===== config.mk =====
export PLATFORM = sky130hd
export DESIGN_NAME = jam_cost_server
export DESIGN_NICKNAME = d
export VERILOG_FILES = /design/src/rtl/jam_cost_server.sv
export SDC_FILE = /design/constraint.sdc
export NUM_CORES = 1
export LEC_CHECK = 0
export ABC_AREA = 1
export CAP_MARGIN = 20
export CORE_AREA = 2 2 371 189
export DETAILED_ROUTE_END_ITERATION = 10
export DIE_AREA = 0 0 373 191
export REMOVE_ABC_BUFFERS = 1
export SLEW_MARGIN = 10
export SYNTH_ARGS = -nofsm -noshare
export SYNTH_HDL_FRONTEND = slang
export SYNTH_SLANG_ARGS = --single-unit

===== constraint.sdc =====
create_clock -name CLK -period 2.6 [get_ports CLK]
set_input_delay 0.39 -clock CLK [delete_from_list [all_inputs] [get_ports CLK]]
set_output_delay 0.39 -clock CLK [all_outputs]
set_load 0.03 [all_outputs]

===== src/rtl/jam_cost_server.sv =====
// jam_cost_server
// Responder side of the job-assignment cost-table interface. The host streams
// 64 cost entries (row-major, index = W*8+J) over a valid/ready channel; once
// the table is complete the engine reads Cost combinationally for its W/J
// address while the server counts service cycles, and the engine's result is
// captured on Valid.
//
// Handshake: a load beat transfers on a rising CLK edge where LD_VALID and
// LD_READY are both high. LD_READY does not depend on LD_VALID. LD_START on
// the same edge overrides the transfer, so that beat is dropped.
//
// Ports:
//   CLK, RST_N            clock (rising edge) and async active-low reset
//   LD_START              pulse: restart the table load from entry 0
//   LD_VALID/LD_DATA      load beat from host
//   LD_READY              server is in LOAD and accepts beats
//   W, J                  worker/job address from the engine
//   Cost                  table[W][J] while TABLE_READY, else 0
//   TABLE_READY           table complete (engine reset release)
//   MatchCount, MinCost   engine result, captured when Valid is high in SERVE
//   RES_MATCH, RES_MIN    captured result, held until the next capture
//   DONE                  result captured (sticky until LD_START/reset)
//   RD_CNT                SERVE cycles without Valid, saturating
//   DBG_STATE             current FSM state (0 LOAD, 1 SERVE, 2 DONE)
module jam_cost_server #(
  parameter int COST_W = 7,
  parameter int CNT_W  = 16
) (
  input  logic              CLK,
  input  logic              RST_N,
  input  logic              LD_START,
  input  logic              LD_VALID,
  input  logic [COST_W-1:0] LD_DATA,
  output logic              LD_READY,
  input  logic [2:0]        W,
  input  logic [2:0]        J,
  output logic [COST_W-1:0] Cost,
  output logic              TABLE_READY,
  input  logic [3:0]        MatchCount,
  input  logic [9:0]        MinCost,
  input  logic              Valid,
  output logic [3:0]        RES_MATCH,
  output logic [9:0]        RES_MIN,
  output logic              DONE,
  output logic [CNT_W-1:0]  RD_CNT,
  output logic [1:0]        DBG_STATE
);

  typedef enum logic [1:0] {
    S_LOAD  = 2'd0,
    S_SERVE = 2'd1,
    S_DONE  = 2'd2
  } state_t;

  state_t             r_state;
  state_t             w_state_nxt;
  logic [5:0]         r_idx;
  logic [COST_W-1:0]  r_table [64];
  logic [3:0]         r_res_match;
  logic [9:0]         r_res_min;
  logic [CNT_W-1:0]   r_rd_cnt;
  logic               w_accept;
  logic               w_capture;
  logic               w_count;

  // Next state and per-cycle strobes. LD_START wins over everything else.
  always_comb begin
    w_state_nxt = r_state;
    w_accept    = 1'b0;
    w_capture   = 1'b0;
    w_count     = 1'b0;
    if (LD_START) begin
      w_state_nxt = S_LOAD;
    end else begin
      case (r_state)
        S_LOAD: begin
          if (LD_VALID) begin
            w_accept = 1'b1;
            if (r_idx == 6'd63) w_state_nxt = S_SERVE;
          end
        end
        S_SERVE: begin
          if (Valid) begin
            w_capture   = 1'b1;
            w_state_nxt = S_DONE;
          end else begin
            // Saturate rather than wrap.
            w_count = (r_rd_cnt != {CNT_W{1'b1}});
          end
        end
        S_DONE: begin
          w_state_nxt = S_DONE;
        end
        default: begin
          w_state_nxt = S_LOAD;
        end
      endcase
    end
  end

  always_ff @(posedge CLK or negedge RST_N) begin
    if (!RST_N) begin
      r_state <= S_LOAD;
    end else begin
      r_state <= w_state_nxt;
    end
  end

  // Load index wraps naturally from 63 to 0 on the final beat.
  always_ff @(posedge CLK or negedge RST_N) begin
    if (!RST_N) begin
      r_idx <= 6'd0;
    end else if (LD_START) begin
      r_idx <= 6'd0;
    end else if (w_accept) begin
      r_idx <= r_idx + 6'd1;
    end
  end

  // Table storage has no reset; entries are only meaningful once loaded.
  always_ff @(posedge CLK) begin
    if (w_accept) r_table[r_idx] <= LD_DATA;
  end

  always_ff @(posedge CLK or negedge RST_N) begin
    if (!RST_N) begin
      r_rd_cnt <= '0;
    end else if (LD_START) begin
      r_rd_cnt <= '0;
    end else if (w_count) begin
      r_rd_cnt <= r_rd_cnt + CNT_W'(1);
    end
  end

  // Results survive LD_START; only a new capture or reset changes them.
  always_ff @(posedge CLK or negedge RST_N) begin
    if (!RST_N) begin
      r_res_match <= 4'd0;
      r_res_min   <= 10'd0;
    end else if (w_capture) begin
      r_res_match <= MatchCount;
      r_res_min   <= MinCost;
    end
  end

  assign LD_READY    = (r_state == S_LOAD);
  assign TABLE_READY = (r_state == S_SERVE) || (r_state == S_DONE);
  assign DONE        = (r_state == S_DONE);
  assign RES_MATCH   = r_res_match;
  assign RES_MIN     = r_res_min;
  assign RD_CNT      = r_rd_cnt;
  assign DBG_STATE   = r_state;

  // Purely combinational read: the engine moves W/J on the falling edge and
  // samples on the rising edge, so this path has half a cycle to settle.
  assign Cost = TABLE_READY ? r_table[{W, J}] : '0;

endmodule

==> results_dict.tcl <==
set metrics [dict create \
    outcome "finished clean" \
    class_of_the_tightest_hold_or_removal_check "input pin to flip-flop" \
    synth_cells 1802 \
    synthDominantCellAreaShare_pct 66.3 \
    synth_mux_area_share_pct 0.777 \
    critical_path_peak_fanout 16 \
    area_growth_from_synthesis_to_layout_pct 25.4 \
    min_period_ns 2.56 \
    synth.cell_area_um2 20300 \
    number_of_setup_violations_in_the_final_report 0 \
    hold_path_startpoint "LD_DATA[4]" \
    powerDensity_nw_per_um2 699 \
    final_area_um2 25400 \
    startpoint_of_the_most_critical_setup_path "J[0]" \
    x_dimension_of_the_die_um 373 \
    dr_total_vias 14900 \
    grt_max_degree 66 \
    synth_xor_area_share_pct 0.216 \
    initialDrtViolationCount 2296 \
    route.detailed.vias_per_inst 5.06 \
    mostFrequentLayoutCell "sky130_fd_sc_hd__nand2_1" \
    final_layout_size_suffix_gt1_share_pct 16.7 \
    route.final.wire_length_mm 62.7 \
    place_hpwl_mm 39.3 \
    initial_utilization_pct 29.8 \
    ys_warn_count 0 \
    crit_buf_inv 5 \
    worst_r2r_startpoint "DBG_STATE[0]$_DFFE_PN0P_" \
    worst_hold_slack_ns 0.294 \
    yosysUniqueCellTypes 30 \
    main_combinational_cell_family_by_area_after_synthesis "simple AND/OR/NAND/NOR gates" \
    max_cap_violations 0 \
    track_usage_pct 16.7 \
    place_area_um2 23000 \
    cts-root-buf "sky130_fd_sc_hd__clkbuf_16" \
    timing.critical_path.slowest_cell_delay_ns 0.23 \
    worst_skew_pair.late_latency_ns 0.61 \
    fmax_mhz 390 \
    first_global_vias 13700 \
    endpoint_kind "primary output" \
    design.final.nets 2035 \
    dr_drc_count 0 \
    worst_setup_start_kind "input pin" \
    post_synth_and_or_nand_nor_area_fraction_pct 23.5 \
    clock_skew_ns 0.0332 \
    clock_sinks 486 \
    postSynthAreaPerCell_um2 11.3 \
    routed_wire_length_per_instance_um 21.3 \
    layout.cells.most_common_list "590 x sky130_fd_sc_hd__nand2_1, 448 x sky130_fd_sc_hd__edfxtp_1, 365 x sky130_fd_sc_hd__nand3_1" \
    die_y_um 191 \
    tritoncts "built" \
    top_level_i_o_count 74 \
    port-buffer-count 73 \
    cts_inserted_buffers 45 \
    global_route.overflow_total 0 \
    largest_area_contributor_in_the_synthesized_netlist "sky130_fd_sc_hd__edfxtp_1" \
    crit_chain "buf_16 -> buf_4 -> clkbuf_16 -> nand2_1 -> nand3_1 -> nand3_1 -> nand2_1 -> nand2_1 -> nand3_1 -> nand3_2 -> a21oi_2 -> buf_4 -> buf_12" \
    timing_max_transition_violations_final 0 \
    critical_path_required_ns 2.21 \
    grt_first_pass_wirelength_mm 89.4 \
    routability_driven_placement_congestion_ratio 0.898 \
    slew_headroom_pct 38.6 \
    hold_viol_final 0 \
    n_antenna_cell 0 \
    level_count_of_the_clock_h_tree 2 \
    ys_seq_elements 486 \
    grt_antenna_before_repair 0 \
    critical_path_data_arrival_time_ns 2.17 \
    worst_path_max_delay_cell "sky130_fd_sc_hd__buf_4" \
    rows 68 \
    design.die.area_um2 71200 \
    fin_crit_sh_pct 98.6 \
    worst-slew-pin-transition_ns 0.921 \
    netlist_top_cells_area "sky130_fd_sc_hd__edfxtp_1 66%, sky130_fd_sc_hd__nand2_1 11%, sky130_fd_sc_hd__nand3_1 9.8%, sky130_fd_sc_hd__dfrtp_1 4.7%, sky130_fd_sc_hd__nor2_1 1.9%" \
    ir_drop_uv 440 \
    synth_fa_ha_area_share_pct 0.370 \
    max-clock-path-buffers 3 \
    worstSetupPathType "input pin to primary output" \
    firstDrtPassIters 5 \
    fp.coreArea_um2 68200 \
    synth_sequential_area_ratio_pct 71.0 \
    synth_compound_area_share_pct 0.740 \
    crit_family "buffers and inverters" \
    leak_pwr_uw 0.00941 \
    clk_transition_reported_paths_ns 0.07 \
    drtAntennaViolNets 0 \
]
-- through the flow --
step / setup WS [ns] / utilization, % / instances / power [uW] / setup TNS, ns
floorplan: -0.528 / - / 1702 / 9720 / -4.64
CTS: -0.00815 / 36.1 / 2921 / 17700 / -0.00937
global route: -0.0172 / 37.3 / 2942 / 18400 / -0.0172
global placement: -0.111 / 33.8 / 2837 / 10800 / -0.250
detailed placement: -0.0882 / 33.8 / 2837 / 10800 / -0.181
finish: 0.0371 / 37.3 / 2942 / 17800 / 0
-- cells in the mapped netlist (all sizes together) --
master / count
clkbuf: 24
xor2: 5
ha: 6
edfxtp: 448
o21ai: 11
nor3: 9
mux2: 14
nand4: 3
a2111oi: 1
nor2: 103
nand3: 398
buf: 76
dfrtp: 38
inv: 38
o21bai: 1
a21oi: 11
o32ai: 1
o31ai: 2
or2: 1
nand2: 611
and3: 1
-- metal layers --
layer / up-vias / global-route usage, % / part of all wire (%)
met5: - / 0 / 0
met4: 0 / 3.17 / 1.5
met3: 89 / 5.02 / 14
met2: 848 / 21.7 / 38
met1: 7307 / 26.6 / 47
li1: 6656 / - / -
-- sequential cells by signal, summed over array words and instances, names as in the netlist --
register   cells
RES_MATCH      4
DBG_STATE      2
RD_CNT        16
r_table      448
RES_MIN       10
r_idx          6
-- power by group --
| group | switching (uW) | total [uW] | internal (uW) | leakage [uW] |
|---|---|---|---|---|
| combinational | 1350 | 2160 | 809 | 0.00416 |
| clock | 3070 | 6880 | 3810 | 0.000712 |
| sequential | 69.0 | 8730 | 8660 | 0.00454 |
-- final cells by class --
class,instances,area [um^2]
clock buffer,52,1150
clock inverter,30,334
fill,6500,42700
inverter,38,164
multi-input combinational,1178,5460
sequential,486,14400
tap,910,1140
timing repair buffer,248,2780
-- worst paths after layout --
path / to / slack [ns] / cells past startpoint
worst min register to register: RES_MATCH[3]$_DFFE_PN0P_ / 0.51 / 1
worst min-delay path: r_table[6][4]$_DFFE_PP_ / 0.29 / 2
max in group asynchronous: RES_MIN[3]$_DFFE_PN0P_ / 1.55 / 2
worst max-delay path: Cost[0] / 0.04 / 13
worst max register to register: r_table[62][6]$_DFFE_PP_ / 0.29 / 10
min in group asynchronous: RD_CNT[10]$_DFFE_PN0P_ / 0.48 / 2
-- kinds of logic (layout without fill, tap and decap cells) --
group | after synthesis | count (layout)
xor+xnor | 5 | 5
compound gates | 27 | 27
simple gates | 1126 | 1126
flops | 486 | 486
buf+inv | 138 | 368
fa+ha+maj | 6 | 6
mux | 14 | 14
-- timing repair --
item                                   in CTS  in global routing
pin swaps                                   0                 12
setup endpoints to repair                   8                  7
cloned                                      1                 16
hold buffers                                1                  0
endpoints found under the hold margin      38                  0
setup buffers                               0                  5
resized for setup                          11                 87
(Power assumes the default switching activity.)
